**config.mk**
```make
export PLATFORM = sky130hd
export DESIGN_NAME = ultraram_port_ctrl
export DESIGN_NICKNAME = d
export VERILOG_FILES = /design/src/rtl/ura_ctrl_pkg.sv /design/src/rtl/ura_rsp_fifo.sv /design/src/rtl/ultraram_port_ctrl.sv
export SDC_FILE = /design/constraint.sdc
export NUM_CORES = 1
export LEC_CHECK = 0
export CAP_MARGIN = 20
export CORE_UTILIZATION = 46
export DETAILED_ROUTE_END_ITERATION = 12
export PLACE_DENSITY = 0.73
export SLEW_MARGIN = 20
export SYNTH_ARGS = -nofsm -noshare
export SYNTH_HDL_FRONTEND = slang
export SYNTH_HIERARCHICAL = 1
export SYNTH_SLANG_ARGS = --single-unit
```
**constraint.sdc**
```tcl
create_clock -name clk -period 9.35 [get_ports clk]
set_input_delay 0.935 -clock clk [delete_from_list [all_inputs] [get_ports clk]]
set_output_delay 0.935 -clock clk [all_outputs]
set_load 0.03 [all_outputs]
```
**src/rtl/ura_ctrl_pkg.sv**
```systemverilog
// Shared definitions for the UltraRAM port controller.
//   - default parameter constants for address/data width, output pipeline
//     depth and response FIFO depth
//   - ura_req_t: request (we, addr, wdata) at the default widths
//   - rd_lat(): RAM read latency in edges for a given output pipeline depth
package ura_ctrl_pkg;
   localparam int URA_AWIDTH_DEF    = 12;
   localparam int URA_DWIDTH_DEF    = 72;
   localparam int URA_NBPIPE_DEF    = 3;
   localparam int URA_RSP_DEPTH_DEF = 8;

   typedef struct packed {
      logic                      we;
      logic [URA_AWIDTH_DEF-1:0] addr;
      logic [URA_DWIDTH_DEF-1:0] wdata;
   } ura_req_t;

   // Edges from the edge that samples ram_en=1 to the edge that updates ram_dout.
   function automatic int rd_lat(input int nbpipe);
      return nbpipe + 1;
   endfunction
endpackage

```
**src/rtl/ura_rsp_fifo.sv**
```systemverilog
// First-word fall-through response FIFO.
//   clk, rst_n : clock, asynchronous active-low reset (pointers/count only)
//   push, din  : write port; a push at full is taken only with a same-edge pop
//   pop        : take the head; ignored while empty
//   dout       : head entry, forced to 0 while empty
//   count      : occupancy 0..RSP_DEPTH
//   full/empty : occupancy flags
module ura_rsp_fifo #(
   parameter int DWIDTH    = 72,
   parameter int RSP_DEPTH = 8
) (
   input  logic                       clk,
   input  logic                       rst_n,
   input  logic                       push,
   input  logic [DWIDTH-1:0]          din,
   input  logic                       pop,
   output logic [DWIDTH-1:0]          dout,
   output logic [$clog2(RSP_DEPTH):0] count,
   output logic                       full,
   output logic                       empty
);
   localparam int PW = $clog2(RSP_DEPTH);
   localparam int CW = PW + 1;

   logic [DWIDTH-1:0] mem [RSP_DEPTH];
   logic [PW-1:0]     wr_ptr;
   logic [PW-1:0]     rd_ptr;
   logic              push_en;
   logic              pop_en;

   assign empty   = (count == '0);
   assign full    = (count == CW'(RSP_DEPTH));
   assign pop_en  = pop && !empty;
   assign push_en = push && (!full || pop_en);
   assign dout    = empty ? '0 : mem[rd_ptr];

   // Depth is a power of two, so the pointers wrap on their own.
   always_ff @(posedge clk or negedge rst_n) begin
      if (!rst_n) begin
         wr_ptr <= '0;
         rd_ptr <= '0;
         count  <= '0;
      end else begin
         if (push_en) wr_ptr <= wr_ptr + 1'b1;
         if (pop_en)  rd_ptr <= rd_ptr + 1'b1;
         if (push_en && !pop_en)      count <= count + 1'b1;
         else if (pop_en && !push_en) count <= count - 1'b1;
      end
   end

   always_ff @(posedge clk) begin
      if (push_en) mem[wr_ptr] <= din;
   end
endmodule

```
**src/rtl/ultraram_port_ctrl.sv**
```systemverilog
// Request/response front end for a single-port UltraRAM with NBPIPE output
// pipeline registers.
//   clk, rst_n          : clock, asynchronous active-low reset
//   req_*               : request channel (valid/ready); reads are credit gated
//   rsp_*               : in-order read data, valid/ready
//   ram_*               : registered RAM controls, ram_dout back from the RAM
//   rd_inflight         : reads accepted but not yet written into the FIFO
// The RAM cannot stall, so a read is only accepted while the FIFO is
// guaranteed to have room for its data when it comes back.
module ultraram_port_ctrl import ura_ctrl_pkg::*; #(
   parameter int AWIDTH    = URA_AWIDTH_DEF,
   parameter int DWIDTH    = URA_DWIDTH_DEF,
   parameter int NBPIPE    = URA_NBPIPE_DEF,
   parameter int RSP_DEPTH = URA_RSP_DEPTH_DEF
) (
   input  logic                       clk,
   input  logic                       rst_n,
   input  logic                       req_valid,
   output logic                       req_ready,
   input  logic                       req_we,
   input  logic [AWIDTH-1:0]          req_addr,
   input  logic [DWIDTH-1:0]          req_wdata,
   output logic                       rsp_valid,
   input  logic                       rsp_ready,
   output logic [DWIDTH-1:0]          rsp_rdata,
   output logic                       ram_rst,
   output logic                       ram_en,
   output logic                       ram_we,
   output logic                       ram_regce,
   output logic [AWIDTH-1:0]          ram_addr,
   output logic [DWIDTH-1:0]          ram_din,
   input  logic [DWIDTH-1:0]          ram_dout,
   output logic [$clog2(RSP_DEPTH):0] rd_inflight
);
   localparam int RD_LAT = rd_lat(NBPIPE);
   localparam int CW     = $clog2(RSP_DEPTH) + 1;
   localparam int SW     = CW + 1;

   typedef struct packed {
      logic              we;
      logic [AWIDTH-1:0] addr;
      logic [DWIDTH-1:0] wdata;
   } req_t;

   req_t          req;
   logic          ready_en;
   logic          accept;
   logic          rd_accept;
   logic          rd_blocked;
   logic [SW-1:0] credit_used;
   logic [RD_LAT:0] vld_pipe;
   logic          fifo_push;
   logic [CW-1:0] fifo_count;
   logic          fifo_full;
   logic          fifo_empty;

   assign req = '{we: req_we, addr: req_addr, wdata: req_wdata};

   // Every read accepted holds a FIFO slot until its data is popped.
   assign credit_used = {1'b0, rd_inflight} + {1'b0, fifo_count};
   assign rd_blocked  = fifo_full || (credit_used >= SW'(RSP_DEPTH));
   assign req_ready   = ready_en && !(!req.we && rd_blocked);
   assign accept      = req_valid && req_ready;
   assign rd_accept   = accept && !req.we;

   // The RAM output stage is held in reset with the block.
   assign ram_regce = rst_n;
   assign ram_rst   = ~rst_n;

   // vld_pipe[0] is loaded on the edge that samples ram_en; the tag leaves
   // vld_pipe[RD_LAT] one edge after ram_dout has been updated.
   assign fifo_push = vld_pipe[RD_LAT];

   always_ff @(posedge clk or negedge rst_n) begin
      if (!rst_n) begin
         ready_en    <= 1'b0;
         ram_en      <= 1'b0;
         ram_we      <= 1'b0;
         ram_addr    <= '0;
         ram_din     <= '0;
         vld_pipe    <= '0;
         rd_inflight <= '0;
      end else begin
         ready_en <= 1'b1;
         ram_en   <= accept;
         ram_we   <= accept && req.we;
         if (accept) begin
            ram_addr <= req.addr;
            ram_din  <= req.wdata;
         end
         vld_pipe <= {vld_pipe[RD_LAT-1:0], ram_en && !ram_we};
         if (rd_accept && !fifo_push)      rd_inflight <= rd_inflight + 1'b1;
         else if (fifo_push && !rd_accept) rd_inflight <= rd_inflight - 1'b1;
      end
   end

   ura_rsp_fifo #(
      .DWIDTH   (DWIDTH),
      .RSP_DEPTH(RSP_DEPTH)
   ) u_rsp_fifo (
      .clk  (clk),
      .rst_n(rst_n),
      .push (fifo_push),
      .din  (ram_dout),
      .pop  (rsp_ready),
      .dout (rsp_rdata),
      .count(fifo_count),
      .full (fifo_full),
      .empty(fifo_empty)
   );

   assign rsp_valid = !fifo_empty;
endmodule

```
==> results by group, run 1 <==
Status
  – Status: finished clean

CTS
  – CTS tree: yes
  – Clk Latency, worst-skew pair: 0.59 ns
  – CTS Root Cell: clkbuf_16
  – Num CTS Buffers: 72
  – Hold-fix buffers, CTS: 0
  – Sink Count: 682
  – Reg clk slew, reported paths: 0.06 ns
  – Setup bufs post-CTS: 0
  – Post_cts resized: 0
  – CTS H-Tree Depth: 3
  – Clk buf depth: 3

Hold path
  – Hold crit path type: reg -> reg

STA
  – Final worst-path cycle share: 56.7%
  – Worst-margin pin slew: 1.11 ns
  – Setup slack after layout: 4.05 ns
  – RSZ-0062 raised after global routing: false
  – Setup violations, final: 0
  – Slew HR: 26.2%
  – Max Clk Rate: 0.189 GHz
  – Fin Setup TNS: 0 ns
  – Final Slew Violations: 0
  – Skew final: 0.0195 ns
  – Fin crit period: 5.30 ns
  – Fin. Hold Viols: 0

Die
  – Chip Width: 240 microns
  – Core area: 55600 sq um
  – # rows: 86
  – Die Area: 57700 sq um
  – Starting Density: 46.9%
  – I/O pins: 327
  – Die Y: 240 microns

Power
  – P_sw: 0.00370 W
  – Reg power frac: 35.6%
  – Clk pwr share: 25.1%
  – PD cells: 339 nW/um^2
  – Static leakage: 11.0 nW
  – Net Sw Frac: 33.6%
  – Comb pwr share: 39.3%
  – Internal Power: 0.00732 W
  – Peak supply drop: 0.236 mV

Worst setup path
  – Worst path most repeated cell: buf_4
  – CP startpoint kind: flop
  – CP top delay family: buffers and inverters
  – WP buf/inv: 3
  – Maximum net fanout on the critical path: 50
  – WP data required: 8.42 ns
  – Critical path's slowest cell: buf_4
  – Critical path, cell by cell: buf_4 > buf_4 > mux4_2 > a22o_1 > clkdlybuf4s50_1
  – Endpoint class of the critical path: output port
  – CP max stage delay: 0.88 ns
  – CP arrival: 4.36 ns
  – Kind of critical path: reg -> out

Synthesis
  – Most frequent cell after synthesis: edfxtp_1
  – Mapped Avg Cell Area: 22.9 sq um
  – Syn Inst Count: 1142
  – Number of synthesized flops with an enable pin: 576
  – Post-Syn Nets: 1318
  – Most common library cells after synthesis: 576 x edfxtp_1, 144 x mux4_2, 106 x dfrtp_1
  – Yosys top cell by area: edfxtp_1
  – Synth Register Bits: 682
  – Yosys top cell area share: 66.3%
  – Synthesized area: 26100 sq um
  – Primary FF master, synth: edfxtp_1
  – Post-synthesis sequential area ratio: 76.4%
  – YS warnings: 6
  – Count of cell types in the netlist: 43
  – Asr flop ratio synth: 15.5%
  – Synth area leaders: edfxtp_1 66%, mux4_2 12%, dfrtp_1 10%

Drt
  – DR pass1 iterations: 4
  – Vias: 12800
  – DRT iter0 DRCs: 615
  – Drt wl/cell: 25.2 microns
  – Antenna-violating nets left: 0
  – Remaining DRCs: 0
  – Vias/cell: 5.52
  – Post-Route WL: 58200 microns

GRT
  – Largest net degree at the start of global routing: 73
  – Antenna violations before repair: 5
  – GR Util All Layers: 20.5%
  – Global-route wire length before repair: 86100 microns
  – Vias in the first global route: 13800
  – GRT overflow: 0

Placed design
  – GP Congestion: 0.799
  – Placed Instances: 2183
  – DPL Wire Length: 33400 microns
  – Placed cell area: 30200 sq um
  – Port Buf Inserts: 326
  – Post-place setup slack: 4.56 ns

Layout
  – Area added between synthesis and finish: 24.5%
  – Fin nets: 1685
  – # fillers: 4061
  – Layout cells sized above 1: 24.3%
  – Cell area after layout: 32500 sq um
  – Number of diodes: 0
  – Layout Utilization: 58.4%
  – Post-Layout Cell Count: 2309

Flow run
  – Max Cap Violations: 0
[power by group through the flow]
stage          combinational, W  sequential (W)  clock, W
3_5_place_dp            0.00438         0.00397         0
4_1_cts                 0.00440         0.00393   0.00284
3_3_place_gp            0.00433         0.00396         0
2_1_floorplan           0.00248         0.00431         0
5_1_grt                 0.00456         0.00396   0.00294
6_report                0.00433         0.00392   0.00277
[flip-flops by register name, summed over array words and instances, names as in the netlist]
signal	count
ram_we	1
u_rsp_fifo/count	4
u_rsp_fifo/mem	576
vld_pipe	5
u_rsp_fifo/rd_ptr	3
ram_din	72
rd_inflight	4
ram_addr	12
u_rsp_fifo/wr_ptr	3
ready_en	1
ram_en	1
[through the flow]
stage	power [W]	hold WS (ns)
2_1_floorplan	0.00679	0.331
3_3_place_gp	0.00830	0.332
3_5_place_dp	0.00836	0.335
4_1_cts	0.0112	0.348
5_1_grt	0.0115	0.356
6_report	0.0110	0.343
[layer usage]
layer | wire length (microns) | up-vias | GRT usage (%) | share of wire, %
met5 | 28 | - | 0 | 0.048
met4 | 1160 | 6 | 6.23 | 2.0
met3 | 4510 | 91 | 5.30 | 7.7
met2 | 29900 | 488 | 35.4 | 51
met1 | 22500 | 6686 | 25.5 | 39
li1 | - | 5485 | - | -
[placed cells by master (no fill, tap or decap), types with 3 or more instances in the layout]
cell,instances
o21ai_0,3
mux2_4,49
xnor2_1,8
nand3_1,3
clkinv_2,8
o211ai_1,5
nand2b_1,3
clkbuf_16,75
ha_1,12
nor2_4,4
fa_1,3
clkdlybuf4s50_1,325
nor3_2,4
inv_1,12
nor3_1,6
a22o_1,70
mux2_2,39
clkbuf_8,4
mux4_2,144
buf_4,24
a21oi_1,4
clkinv_1,9
nand2_1,9
bufinv_16,5
dfrtp_1,104
clkinvlp_4,5
edfxtp_1,576
clkbuf_1,16
[worst reg2reg max path: cells and delay by family, from the launching register on]
| family | cells | cell delay (ns) |
|---|---|---|
| buf+inv | 2 | 0.94 |
| mux | 1 | 0.50 |
| fa+ha+maj | 2 | 0.41 |
| compound gates | 1 | 0.21 |
| simple gates | 2 | 0.59 |
| flops | 1 | 0.48 |
[final timing paths]
kind                                      start       endpoint  slack [ns]  depth (start not counted)
max                        u_rsp_fifo/rd_ptr[0]  rsp_rdata[49]        4.05                          5
min                                 vld_pipe[3]    vld_pipe[4]        0.34                          0
max reg2reg                 u_rsp_fifo/count[0]    ram_din[71]        6.12                          8
min reg2reg                         vld_pipe[3]    vld_pipe[4]        0.34                          0
max in group asynchronous                 rst_n    ram_din[30]        7.75                          2
min in group asynchronous                 rst_n    ram_din[45]        0.43                          1
[layout make-up]
type	count	area [sq um]	share of cell area [%]
multi-input combinational	389	5780	17.8
inverter	12	45.0	0.139
sequential	682	20000	61.4
timing repair buffer	352	3480	10.7
clock inverter	31	304	0.936
tap	748	936	2.88
clock buffer	95	1990	6.13
[logic make-up (layout without fill, tap and decap cells)]
family	Yosys count	after routing	synth area share, %
flops	682	682	76.4
mux	234	234	17.0
xor+xnor	8	8	0.268
compound gates	90	90	2.92
other cells	1	1	0.0144
buf+inv	71	490	1.70
fa+ha+maj	15	15	0.805
simple gates	41	41	0.887
No activity file was read; power rests on OpenSTA's default activity.
==> run 2: changes to the inputs <==
Settings changed: PLACE_DENSITY 0.73 to 0.76.
Clock period 9.35 ns to 4.5 ns, I/O delays scaled along.
==> run 2 against run 1 <==
Clock-buffer cell count is 2 lower. Die area stayed put. Power is 110% higher. Largest power group unchanged. Non-clock buffer count is 9 higher. Worst setup slack worse by 3.4 ns. Cell count is 0.52% higher. Clock power is 110% higher. Via count is 0.27% higher. Global-route usage is 0.098 points higher. Critical path depth is 1 lower. Highest routed layer unchanged.
==> results by group, run 2 (synthesized netlist as in run 1, its figures left out) <==
Status
  – Status: finished clean

Placed design
  – GP Congestion: 0.800
  – Placed cell area: 30300 sq um
  – Post-place setup slack: 1.11 ns
  – Placed Instances: 2191
  – Port Buf Inserts: 326
  – DPL Wire Length: 34800 microns

GRT
  – Global-route wire length before repair: 86800 microns
  – Vias in the first global route: 14000
  – Largest net degree at the start of global routing: 66
  – Antenna violations before repair: 3
  – GRT overflow: 0
  – GR Util All Layers: 20.6%

STA
  – Fin crit period: 3.83 ns
  – Fin. Hold Viols: 0
  – Setup violations, final: 0
  – Worst-margin pin slew: 0.884 ns
  – Slew HR: 40.8%
  – Skew final: 0.0201 ns
  – Final worst-path cycle share: 85.2%
  – RSZ-0062 raised after global routing: false
  – Setup slack after layout: 0.667 ns
  – Final Slew Violations: 0
  – Max Clk Rate: 0.261 GHz

Drt
  – Top Metal Used: met5
  – Remaining DRCs: 0
  – Antenna-violating nets left: 0
  – Met3 routed WL: 4110 microns
  – DR pass1 iterations: 5
  – Vias: 12800
  – Post-Route WL: 58400 microns
  – Routed wl met2: 30600 microns
  – Drt wl/cell: 25.2 microns
  – Vias/cell: 5.51
  – Routed length on met1: 22600 microns
  – DRT iter0 DRCs: 817

Layout
  – Fin nets: 1693
  – Area added between synthesis and finish: 25.0%
  – Cell area after layout: 32600 sq um
  – Layout cells sized above 1: 24.6%
  – Layout Utilization: 58.7%
  – Most frequent cells in the layout: 576 x edfxtp_1, 325 x clkdlybuf4s50_1, 144 x mux4_2
  – Biggest regs: u_rsp_fifo/mem: 576 flops, ram_din: 72 flops, ram_addr: 12 flops
  – Post-Layout Cell Count: 2321
  – Max reg flops: 576
  – Most common cell after layout, fill and taps aside: edfxtp_1
  – Top reg by flops: u_rsp_fifo/mem
  – # fillers: 4028

CTS
  – Sink Count: 682
  – CTS tree: yes
  – Num CTS Buffers: 71
  – CTS Root Cell: clkbuf_16
  – CTS H-Tree Depth: 3
  – Clk Latency, worst-skew pair: 0.61 ns
  – Setup bufs post-CTS: 0
  – Reg clk slew, reported paths: 0.06 ns
  – Clk buf depth: 3
  – Post_cts resized: 0

Hold path
  – Hold Path End: vld_pipe[2]
  – Hold path depth: 0
  – Hold crit path type: reg -> reg
  – Worst Hold Launch: vld_pipe[1]

Worst setup path
  – R2R Path End: rd_inflight[3]
  – Kind of critical path: reg -> out
  – WP data required: 4.05 ns
  – CP arrival: 3.38 ns
  – CP startpoint kind: flop
  – Worst R2R Path Depth: 12
  – Reg-to-reg slack, setup: 1.20 ns
  – Endpoint class of the critical path: output port
  – RR Startpoint: u_rsp_fifo/count[1]
  – Maximum net fanout on the critical path: 62

Power
  – Peak supply drop: 0.523 mV
  – Pwr Total: 0.0230 W
  – Static leakage: 11.1 nW
  – PD cells: 705 nW/um^2

Die
  – Die Area: 57700 sq um
  – Die Y: 240 microns
  – # rows: 86
  – Core area: 55600 sq um
  – I/O pins: 327
  – Starting Density: 46.9%
  – Chip Width: 240 microns

Flow run
  – Max Cap Violations: 0
[run 2: cell count changes in the layout (fill, tap and decap cells not counted), moves of 2 or more]
cell,previous run,this run
buf_4,24,29
buf_12,1,6
buf_8,2,0
clkinvlp_4,5,2
clkinv_1,9,12
clkinv_2,8,12
[run 2: metal layers]
layer | up-vias | GRT usage (%)
met5 | - | 0
met4 | 4 | 6.22
met3 | 73 | 5.43
met2 | 475 | 35.8
met1 | 6725 | 25.3
li1 | 5513 | -
[run 2: per-stage QoR]
step,hold WS [ns],setup TNS (ns)
floorplan,0.154,-435.35
global placement,0.333,0
detailed placement,0.336,0
CTS,0.349,0
global route,0.357,0
finish,0.347,0
[run 2: worst max path at each step]
stage	startpoint	endpoint	slack, ns	cells past startpoint
after floorplan	u_rsp_fifo/count[0]	u_rsp_fifo/mem[2][0]	-1.79	3
after global placement	req_we	rd_inflight[3]	1.21	11
after detailed placement	req_we	rd_inflight[3]	1.11	11
after CTS	u_rsp_fifo/rd_ptr[0]	rsp_rdata[30]	0.57	4
after global routing	u_rsp_fifo/rd_ptr[0]	rsp_rdata[5]	0.49	4
final	u_rsp_fifo/rd_ptr[0]	rsp_rdata[30]	0.67	4
[run 2: timing repair]
action / 4_1_cts / 5_1_grt
hold endpoints to repair: 41 / 0
hold buffers: 1 / 0
endpoints found under the setup margin: 0 / 0
[run 2: layout make-up]
type | count | area, sq um | area share, %
clock inverters | 35 | 332 | 1.02
clock buffers | 93 | 1960 | 6.02
flip-flops and latches | 682 | 20000 | 61.2
multi-input cells | 389 | 5790 | 17.8
repair buffers | 361 | 3600 | 11.0
well taps | 748 | 936 | 2.87
diodes | 1 | 2.50 | 0.00767
inverters | 12 | 45.0 | 0.138
[run 2: power breakdown]
| group | switching [W] | internal [W] |
|---|---|---|
| registers | 0.000622 | 0.00766 |
| clock network | 0.00239 | 0.00333 |
| logic | 0.00480 | 0.00421 |
[run 2: critical path, cell delays in order, from the launching register on]
cell and delay (ns):
dfrtp_4 0.74, buf_12 0.46, mux4_2 0.59, a22o_1 0.25, clkdlybuf4s50_1 0.64
